<file path="src/rtl/matrix_pkg.sv">
// Shared definitions for the matrix loader and the multiplier datapath:
// matrix geometry, packed vector width and the loader state encoding.
package matrix_pkg;

    localparam int DIM   = 5;
    localparam int EW    = 8;
    localparam int VEC_W = DIM * DIM * EW;

    typedef enum logic [1:0] {
        LOAD_A = 2'd0,
        LOAD_B = 2'd1,
        HOLD   = 2'd2
    } state_t;

endpackage

</file>
<file path="src/rtl/matrix_loader.sv">
// Streams two DIMxDIM matrices row-major and packs A by rows into lin and
// B by columns into col, then holds both stable until the consumer acks.
module matrix_loader #(
    parameter int DIM = matrix_pkg::DIM,
    parameter int EW  = matrix_pkg::EW
) (
    input  logic                  clk,
    input  logic                  rst,
    input  logic                  in_valid,
    output logic                  in_ready,
    input  logic [EW-1:0]         in_data,
    input  logic                  abort,
    output logic [DIM*DIM*EW-1:0] lin,
    output logic [DIM*DIM*EW-1:0] col,
    output logic                  mat_valid,
    input  logic                  mat_ack,
    output logic                  busy
);

    import matrix_pkg::*;

    localparam int VEC_W = DIM * DIM * EW;
    localparam int CW    = $clog2(DIM);
    localparam int IW    = $clog2(VEC_W);

    state_t         state, state_n;
    logic [CW-1:0]  row_cnt, row_n;
    logic [CW-1:0]  col_cnt, col_n;
    logic           fire;
    logic           last_elem;
    logic           wr_a, wr_b;
    logic [IW-1:0]  lin_idx, col_idx;

    assign fire      = in_valid && in_ready;
    assign last_elem = (row_cnt == CW'(DIM - 1)) && (col_cnt == CW'(DIM - 1));

    // NOTE: every signal driven here gets a default first so no latch is inferred.
    always_comb begin
        state_n = state;
        row_n   = row_cnt;
        col_n   = col_cnt;
        wr_a    = 1'b0;
        wr_b    = 1'b0;
        lin_idx = IW'(VEC_W - 1 - (int'(row_cnt) * DIM + int'(col_cnt)) * EW);
        col_idx = IW'(VEC_W - 1 - (int'(col_cnt) * DIM + int'(row_cnt)) * EW);

        if (abort) begin
            // Abort wins over a coincident transfer or ack.
            state_n = LOAD_A;
            row_n   = '0;
            col_n   = '0;
        end else begin
            case (state)
                LOAD_A, LOAD_B: begin
                    if (fire) begin
                        wr_a = (state == LOAD_A);
                        wr_b = (state == LOAD_B);
                        if (col_cnt == CW'(DIM - 1)) begin
                            col_n = '0;
                            row_n = (row_cnt == CW'(DIM - 1)) ? '0 : row_cnt + 1'b1;
                        end else begin
                            col_n = col_cnt + 1'b1;
                        end
                        if (last_elem) begin
                            state_n = (state == LOAD_A) ? LOAD_B : HOLD;
                        end
                    end
                end
                HOLD: begin
                    if (mat_ack && mat_valid) begin
                        state_n = LOAD_A;
                    end
                end
                default: begin
                    state_n = LOAD_A;
                    row_n   = '0;
                    col_n   = '0;
                end
            endcase
        end
    end

    // NOTE: sequential state uses non-blocking assignments only.
    always_ff @(posedge clk or negedge rst) begin
        if (!rst) begin
            state     <= LOAD_A;
            row_cnt   <= '0;
            col_cnt   <= '0;
            mat_valid <= 1'b0;
            in_ready  <= 1'b0;
            busy      <= 1'b0;
        end else begin
            state     <= state_n;
            row_cnt   <= row_n;
            col_cnt   <= col_n;
            mat_valid <= (state_n == HOLD);
            in_ready  <= (state_n != HOLD);
            busy      <= (state_n != LOAD_A) || (row_n != '0) || (col_n != '0);
        end
    end

    // The packed matrices are cleared on reset so consumers never see stale data.
    always_ff @(posedge clk or negedge rst) begin
        if (!rst) begin
            lin <= '0;
            col <= '0;
        end else begin
            if (wr_a) lin[lin_idx -: EW] <= in_data;
            if (wr_b) col[col_idx -: EW] <= in_data;
        end
    end

endmodule

</file>
<file path="config.mk">
export PLATFORM = sky130hd
export DESIGN_NAME = matrix_loader
export DESIGN_NICKNAME = d
export VERILOG_FILES = /design/src/rtl/matrix_pkg.sv /design/src/rtl/matrix_loader.sv
export SDC_FILE = /design/constraint.sdc
export NUM_CORES = 1
export LEC_CHECK = 0
export ABC_AREA = 1
export CAP_MARGIN = 15
export CORE_ASPECT_RATIO = 1.25
export CORE_MARGIN = 3
export CORE_UTILIZATION = 40
export DETAILED_ROUTE_END_ITERATION = 7
export HOLD_SLACK_MARGIN = 0.02
export PLACE_DENSITY = 0.73
export SETUP_SLACK_MARGIN = 0.4
export SYNTH_ARGS = -nofsm -noshare
export SYNTH_HDL_FRONTEND = slang
export SYNTH_SLANG_ARGS = --single-unit
</file>
<file path="constraint.sdc">
create_clock -name clk -period 5.2 [get_ports clk]
set_input_delay 0.52 -clock clk [delete_from_list [all_inputs] [get_ports clk]]
set_output_delay 0.52 -clock clk [all_outputs]
set_load 0.05 [all_outputs]
</file>
* Yosys cells after proc, flatten, opt, wreduce, memory -nomap -nowiden *
Index checks and enable logic that the tools add are counted.

cells by class
  add/subtract/negate cells = 8
  multipliers = 2
  equal/unequal tests = 6
  shift-type cells = 4
  muxes and demuxes = 23
  reduce and logical (&&, ||, !) cells = 10

operators by type and width
  kind                        count
  $shift A8 B10 Y207 const A  2
  $shiftx A8 B10 Y207         2
  $bwmux W200                 2
  $mux W3                     7
  $neg A8 Y10                 2
  $sub A8 B8 Y8 const A       2
  $pmux W3 S2                 2
  $add A5 B3 Y5               2
  $mul A3 B3 Y5 const B       2
  $mux W2                     5
  $add A3 B1 Y3 const B       2
  $eq A3 B3 Y1 const B        2
  $mux W1                     6
  $reduce_bool A3 Y1          2
  $eq A2 B2 Y1 const B        2
  $pmux W2 S2                 1
  $logic_and A1 B1 Y1         3
  $eq A2 B1 Y1 const B        1
  $logic_not A2 Y1            1
  $logic_or A1 B1 Y1          2
  $ne A2 B2 Y1 const B        1
  $reduce_bool A2 Y1          1
  $reduce_or A2 Y1            1

word-level totals
  bits in registers = 411
  input port bits = 13
  output and inout bits = 403
  logic and storage cells = 61

* Logic depth before layout (Yosys ltp) *
Gate-level depths: netlist (run 1).

  word-level depth = 9
  depth in mapped cells = 16

* Worst setup path before layout (run 1) *
Ideal clock, no wire load.

  kind = register -> register
  from = register row_cnt[2]
  to = register lin[166]
  arrival time = 2.819 ns
  slack = 2.268 ns
  stages on the path, launching flop included = 14
  period minus slack after synthesis = 2.932 ns
  path through = dfrtp_1 ha_1 ha_1 fa_1 inv_1 nand2_1 nand2_1 inv_2 nand3_1 nor2_2 buf_2 nand3_1 nand2_1 inv_1

between the ends
  cells in the longest elaborated chain, start to end = 6
  elaborated cells on any way between the ends = 7
  those cells by class = 3 x add/sub; 1 x mul; 2 x shift; 1 x mux

ends and longest elaborated chain
  what                                                              RTL line              text
  from (decl)                                                       matrix_loader.sv:27   logic [CW-1:0] row_cnt, row_n;
  from (signal assigned)                                            matrix_loader.sv:94   row_cnt <= row_n;
  $mul A3 B3 Y5 *                                                   matrix_loader.sv:44   lin_idx = IW'(VEC_W - 1 - (int'(row_cnt) * DIM + int'(col_cnt)) * EW);
  $add A5 B3 Y5 *                                                   matrix_loader.sv:44
  $sub A8 B8 Y8 *                                                   matrix_loader.sv:44
  $neg A8 Y10 *                                                     matrix_loader.sv:108  if (wr_a) lin[lin_idx -: EW] <= in_data;
  $shiftx A8 B10 Y207 / $shift A8 B10 Y207 (equally long branches)  matrix_loader.sv:108
  $bwmux W200 *                                                     matrix_loader.sv:108
  to (signal, indexed assignment)                                   matrix_loader.sv:108
  to (decl)                                                         matrix_loader.sv:13   output logic [DIM*DIM*EW-1:0] lin,

Mark *: on every way between the ends. The rest lies on a longest branch, timed or not.
A chain may end at the register's enable or synchronous reset.

* Final worst setup path (run 1) *
  from = register col_cnt[0]
  to = register col[132]

between the ends
  cells in the longest elaborated chain, start to end = 6
  elaborated cells on any way between the ends = 7
  those cells by class = 3 x add/sub; 1 x mul; 2 x shift; 1 x mux

ends and longest elaborated chain
  what                                                              RTL line              text
  from (decl)                                                       matrix_loader.sv:28   logic [CW-1:0] col_cnt, col_n;
  from (signal assigned)                                            matrix_loader.sv:95   col_cnt <= col_n;
  $mul A3 B3 Y5 *                                                   matrix_loader.sv:45   col_idx = IW'(VEC_W - 1 - (int'(col_cnt) * DIM + int'(row_cnt)) * EW);
  $add A5 B3 Y5 *                                                   matrix_loader.sv:45
  $sub A8 B8 Y8 *                                                   matrix_loader.sv:45
  $neg A8 Y10 *                                                     matrix_loader.sv:109  if (wr_b) col[col_idx -: EW] <= in_data;
  $shiftx A8 B10 Y207 / $shift A8 B10 Y207 (equally long branches)  matrix_loader.sv:109
  $bwmux W200 *                                                     matrix_loader.sv:109
  to (signal, indexed assignment)                                   matrix_loader.sv:109
  to (decl)                                                         matrix_loader.sv:14   output logic [DIM*DIM*EW-1:0] col,

Marks and branches as above.

==> metrics.yaml, run 1 <==
syn_inst: 2359
worst_ep_required_time_ps: 5710
post-route-util_pct: 54.5
worst_hold_slack_ps: 470
timing.hold.worst.class: "reg2reg"
tightest_slew_ps: 1240
cellLeakagePower_nw: 12.7
max_cap_viol_count: 0
hold_start: "col[22]"
min_tclk_post_route_ps: 4120
synth_top_cell_area_share_pct: 54.7
final-max-slew-violation-count: 0
worst_slew_margin_pct: 16.7
drc: 0
core_mm2: 0.0464
initial_utilization_pct: 40.6
cp-end-kind: "flop"
globalRoute.totalOverflow: 0
drt_iter0_drc: 1149
grtUsageTotal_pct: 25.9
pwr_density_cell_mw_per_mm2: 371
unrepaired_setup_endpoints_after_global_routing: "no"
synth_area_leader_cell: "sky130_fd_sc_hd__dfrtp_1"
synth_top_cells_by_area: "sky130_fd_sc_hd__dfrtp_1 (55%), sky130_fd_sc_hd__nand2_1 (18%), sky130_fd_sc_hd__inv_1 (7.8%)"
post_detailed_route_via_to_cell_ratio: 5.02
cts.root.buffer_cell: "sky130_fd_sc_hd__clkbuf_16"
finalCritPeriodShare_pct: 79.3
route.final.wire_length_um: 65200
status: "finished, final reports clean"
place_hpwl_um: 47100
final_nets: 2813
firstDrtPassIters: 6
clock_path_buffers: 3
max_freq_mhz: 243
vias_in_the_first_global_route: 16900
grt_first_pass_wirelength_um: 98400
crit_path_start: "col_cnt[0]"
area_growth_from_synthesis_to_layout_pct: 34.5
routed_wire_length_per_instance_um: 18.9
htree_levels: 2
cts-resized-gates: 0
final.setup.tns_ps: 0
vias: 17300
floorplan.die.width_um: 200
finalHoldViolCount: 0
dp_cells: 3360
clock_latency_at_the_later_pin_of_the_worst_skew_pair_ps: 580
worst_clock_skew_ps: 12.9
path_max_fanout: 36
average_instance_area_after_synthesis_um2: 7.97
grt_antenna_before_repair: 6
sink_count: 411
grt_start_max_net_pins: 143
gp_congestion: 0.912
final_setup_violation_count: 0
port_buffers: 415
worst_setup_path_start_kind: "flop"
die-height_um: 248
worst_r2r_startpoint: "col_cnt[0]"
synthesis.nets: 2396
flip_flop_and_latch_count_after_synthesis: 411
total_power_mw: 9.39
instances_no_fill: 3443
synthesis.yosys.warnings: 0
num_io_pins: 416
cts.clk_slew.worst_paths_ps: 60
critical_path_arrival_ps: 4630
tritoncts: "built"
die-area_mm2: 0.0496
mappedNetlistArea_mm2: 0.0188
ant_nets: 0
post_route_cells_drive_above_1_share_pct: 6.48
cts_made_buffers: 43
yosys.cell_types.count: 25
row_count: 88
path_class: "reg2reg"
seq_area_frac_synth_pct: 54.7
holdBufCountCts: 1
max-vdd-ir-drop_mv: 0.293
post-cts-setup-buffers: 0
-- worst paths after layout --
path	endpoint	slack, ps	cells after the start
worst max-delay path	col[132]	1080	12
worst min-delay path	col[22]	470	2
worst max register to register	col[132]	1080	12
worst min register to register	col[22]	470	2
max in group asynchronous	col[28]	3370	3
min in group asynchronous	lin[140]	530	2
-- report_power, final --
| group | internal (mW) | total (mW) | switching (mW) |
|---|---|---|---|
| logic | 0.700 | 2.57 | 1.87 |
| registers | 3.46 | 3.65 | 0.192 |
| clock network | 1.88 | 3.17 | 1.29 |
-- cell usage after synthesis --
cell type	n
sky130_fd_sc_hd__a21oi_1	6
sky130_fd_sc_hd__nor2_1	20
sky130_fd_sc_hd__buf_2	32
sky130_fd_sc_hd__inv_6	1
sky130_fd_sc_hd__nand3_1	224
sky130_fd_sc_hd__buf_1	3
sky130_fd_sc_hd__nor2_4	5
sky130_fd_sc_hd__o21ai_1	9
sky130_fd_sc_hd__nand2_4	4
sky130_fd_sc_hd__inv_1	389
sky130_fd_sc_hd__buf_4	13
sky130_fd_sc_hd__clkinv_1	7
sky130_fd_sc_hd__nor3_1	32
sky130_fd_sc_hd__nand4_1	81
sky130_fd_sc_hd__inv_2	10
sky130_fd_sc_hd__nand2_1	888
sky130_fd_sc_hd__o21ai_0	144
sky130_fd_sc_hd__nand2_2	7
sky130_fd_sc_hd__dfrtp_1	411
sky130_fd_sc_hd__nor3_4	1
sky130_fd_sc_hd__buf_6	4
sky130_fd_sc_hd__clkbuf_1	31
sky130_fd_sc_hd__fa_1	2
sky130_fd_sc_hd__nor2_2	13
sky130_fd_sc_hd__ha_1	22
-- cell type report --
| class | instances | area [µm²] |
|---|---|---|
| Tap cell | 630 | 788 |
| Fill cell | 4162 | 21100 |
| Clock inverter | 10 | 125 |
| Inverter | 407 | 1530 |
| Sequential cell | 411 | 10300 |
| Timing Repair Buffer | 455 | 4500 |
| Clock buffer | 66 | 1320 |
| Multi-Input combinational cell | 1458 | 6720 |
| Antenna cell | 6 | 15.0 |
-- state kept, by name (all words and copies together) (netlist names) --
name       cells
col_cnt        3
lin          200
col          200
busy           1
state          2
row_cnt        3
mat_valid      1
in_ready       1
-- routing by layer --
metal	vias up	wire, µm	part of all wire (%)	track usage [%]
met4	0	3630	5.6	13.9
met3	179	4910	7.5	5.95
met2	688	32200	49	43.9
li1	8135	-	-	-
met5	-	0	0	0
met1	8284	24500	38	30.5
-- kinds of logic after synthesis --
family | after synthesis | synth area share (%)
AOI/OAI and AO/OA | 159 | 4.23
adders and majority gates | 24 | 1.68
buffers and inverters | 490 | 10.4
DFF | 411 | 54.7
and+or+nand+nor | 1275 | 28.9
-- cells in the final DEF (no fill, tap or decap), drive strengths merged --
master / count
nand3: 224
nor3: 33
fa: 2
inv: 400
a21oi: 6
clkdlybuf4s50: 414
o21ai: 153
buf: 40
diode: 6
bufinv: 3
dfrtp: 411
clkinv: 14
nand2: 899
nor2: 38
nand4: 81
clkbuf: 66
dlygate4sd3: 1
ha: 22
-- stage by stage --
| stage | cell area (µm²) | setup slack [ps] |
|---|---|---|
| finish | 25300 | 1080 |
| global route | 25300 | 677 |
| CTS | 25300 | 1020 |
| detailed placement | 23800 | 1150 |
| global placement | 23800 | 1190 |
| floorplan | 18800 | 2270 |
-- critical path: stages, from the launching register on --
cell and delay, ps:
sky130_fd_sc_hd__dfrtp_1 430, sky130_fd_sc_hd__ha_1 950, sky130_fd_sc_hd__inv_6 220, sky130_fd_sc_hd__ha_1 320
sky130_fd_sc_hd__nor2_1 190, sky130_fd_sc_hd__nor2_4 60, sky130_fd_sc_hd__inv_2 480, sky130_fd_sc_hd__nand3_1 230
sky130_fd_sc_hd__nor2_2 560, sky130_fd_sc_hd__nand2_1 330, sky130_fd_sc_hd__nand2_1 160, sky130_fd_sc_hd__nand2_1 60
sky130_fd_sc_hd__inv_1 50
(Power assumes the default switching activity.)
==> run 2, diff against run 1 <==
Settings changed: PLACE_DENSITY 0.73 to 0.75.
Clock period 5.2 ns to 3.5 ns, I/O delays scaled along.
==> metrics.yaml, run 2 (synthesis gave the netlist of run 1 again) <==
status: "finished, final reports clean"
row_count: 88  # unchanged
final.setup.tns_ps: 0  # unchanged
r2r.worst_path.cells: 14  # +2
cp_top_family: "adder cells"
worst_ep_required_time_ps: 3900  # -1810 ps
grt_first_pass_wirelength_um: 101000  # +2.8%
postPlaceCellArea_mm2: 0.0241  # +1.3%
sink_count: 411  # unchanged
grt_antenna_before_repair: 6  # unchanged
clockPowerShare_pct: 33.1  # -0.6 points
p_seq_share_pct: 37.2  # -1.7 points
route.final.wire_length_um: 69400  # +6.4%
drt_iter0_drc: 1438  # +25%
final_nets: 2925  # +4.0%
worst_setup_path_start_kind: "flop"
path_max_fanout: 23  # -36%
num_io_pins: 416  # unchanged
power_frac_comb_pct: 29.7  # +2.3 points
finalCritPeriodShare_pct: 87.5  # +8.2 points
reg_top3: "col x200, lin x200"
crit_path_max_incr_delay_ps: 630  # -320 ps
port_buffers: 415  # unchanged
drc: 0  # unchanged
critical_path_arrival_ps: 3460  # -1170 ps
max-vdd-ir-drop_mv: 0.361  # +23%
timing.hold.worst.class: "in2async"
n_fill_cell: 3961  # -4.8%
globalRoute.totalOverflow: 0  # unchanged
ant_nets: 0  # unchanged
cellLeakagePower_nw: 13.6  # +7.5%
final_setup_violation_count: 0  # unchanged
critical_path.reg2reg.endpoint: "col[109]"
place_hpwl_um: 47800  # +1.5%
finish.instance_area_mm2: 0.0272  # +7.6%
cts_made_buffers: 43  # unchanged
clock_latency_at_the_later_pin_of_the_worst_skew_pair_ps: 550  # -30 ps
post_route_cells_drive_above_1_share_pct: 13.1  # +6.6 points
cts.root.buffer_cell: "sky130_fd_sc_hd__clkbuf_16"
grt_start_max_net_pins: 108  # -24%
core_mm2: 0.0464  # unchanged
crit_buf_inv: 4  # +1
routed_wire_length_per_instance_um: 19.5  # +3.1%
worst_r2r_startpoint: "col_cnt[0]"
unrepaired_setup_endpoints_after_global_routing: "yes"
worst_slew_margin_pct: 39.5  # +23 points
pwr_density_cell_mw_per_mm2: 536  # +44%
htree_levels: 2  # unchanged
vias: 18100  # +4.5%
critical_path.cell_chain: "ha_4 > ha_4 > inv_1 > fa_2 > nand3_1 > inv_1 > nand2_1 > nand2_4 > inv_4 > buf_12 > nor2_2 > nand2_4 > nand2_1 > o21ai_0"
initial_utilization_pct: 40.6  # unchanged
ff2ff_setup_slack_ps: 440  # -640 ps
gp_congestion: 0.901  # -1.1%
tritoncts: "built"
layout.cells.most_common: "sky130_fd_sc_hd__nand2_1"
max_freq_mhz: 327  # +35%
firstDrtPassIters: 8  # +2
p_sw_share_pct: 35.5  # -0.15 points
cts.clk_slew.worst_paths_ps: 60  # about the same
final-max-slew-violation-count: 0  # unchanged
max_cap_viol_count: 0  # unchanged
die-area_mm2: 0.0496  # unchanged
area_growth_from_synthesis_to_layout_pct: 44.7
master_of_the_slowest_instance_on_the_critical_path: "sky130_fd_sc_hd__fa_2"
worst_clock_skew_ps: 15.5  # +2.57 ps
layout_common_cells: "sky130_fd_sc_hd__nand2_1 (847), sky130_fd_sc_hd__clkdlybuf4s50_1 (414), sky130_fd_sc_hd__dfrtp_1 (410), sky130_fd_sc_hd__inv_1 (389), sky130_fd_sc_hd__nand3_1 (198)"
die-height_um: 248  # unchanged
cell_internal_pwr_mw: 9.41  # +56%
finalHoldViolCount: 0  # unchanged
floorplan.die.width_um: 200  # unchanged
grtUsageTotal_pct: 26.5  # +0.61 points
path_class: "reg2reg"
min_tclk_post_route_ps: 3060  # -1060 ps
netSwitchingPower_mw: 5.18  # +55%
tightest_slew_ps: 908  # -335 ps
post_detailed_route_via_to_cell_ratio: 5.08  # +1.2%
cp-end-kind: "flop"
vias_in_the_first_global_route: 17400  # +3.1%
clock_path_buffers: 3  # unchanged
run 2: changes by cell type in the layout (fill, tap and decap cells not counted), moves of 12 or more:
cell / delta
sky130_fd_sc_hd__o21ai_0: -12
sky130_fd_sc_hd__nor2_4: +17
sky130_fd_sc_hd__o21ai_1: +12
sky130_fd_sc_hd__nand2_1: -38
sky130_fd_sc_hd__nand3_4: +16
sky130_fd_sc_hd__nand2_2: +15
sky130_fd_sc_hd__buf_4: +79
sky130_fd_sc_hd__nand2_4: +24
sky130_fd_sc_hd__nand3_1: -26
run 2: final cells by class:
cell class	count	area (µm²)	share of cell area, %
timing repair buffer	561	5630	20.7
inverter	407	1560	5.75
timing repair inverter	1	8.76	0.0322
tap	630	788	2.90
sequential	411	10300	37.8
clock inverter	13	190	0.699
multi-input combinational	1463	7420	27.3
antenna	5	12.5	0.0460
clock buffer	63	1300	4.79
run 2: worst max path at each step:
| stage | slack (ps) | to | cells after the start | from |
|---|---|---|---|---|
| after global placement | 120 | lin[89] | 11 | row_cnt[0] |
| final | 440 | col[109] | 14 | col_cnt[0] |
| after floorplan | 570 | lin[166] | 13 | row_cnt[2] |
| after global routing | 240 | lin[192] | 12 | row_cnt[0] |
| after CTS | 340 | lin[141] | 13 | row_cnt[0] |
| after detailed placement | 20 | col[57] | 13 | row_cnt[1] |
run 2: power by group through the flow:
| stage | Combinational (mW) | Clock [mW] | Sequential [mW] |
|---|---|---|---|
| 6_report | 4.33 | 4.82 | 5.43 |
| 5_1_grt | 4.60 | 5.09 | 5.46 |
| 4_1_cts | 4.08 | 4.89 | 5.43 |
| 3_5_place_dp | 3.88 | 0 | 5.51 |
| 3_3_place_gp | 3.82 | 0 | 5.50 |
| 2_1_floorplan | 1.06 | 0 | 6.79 |
run 2: metrics by stage:
step	setup slack (ps)	hold slack [ps]	total power [mW]	std cells	util, %
4_1_cts	340	435	14.4	3504	56.8
5_1_grt	239	455	15.2	3554	58.7
3_5_place_dp	19.2	462	9.38	3394	52.1
3_3_place_gp	116	458	9.32	3394	52.1
6_report	439	465	14.6	3554	58.7
2_1_floorplan	568	54.4	7.84	2359	-
run 2: what timing repair did:
action,in CTS,in global routing
cloned,5,10
pin swaps,15,18
setup endpoints to repair,400,400
buffers inserted,28,35
gates resized for setup,81,99
hold buffers,1,0
hold endpoints to repair,99,0
run 2: routing by layer:
metal	up-vias	part of all wire (%)	track usage, %
li1	8382	-	-
met1	8694	38	31.8
met2	783	50	45.4
met3	202	7.2	5.05
met4	2	5.6	13.7
met5	-	0.019	0
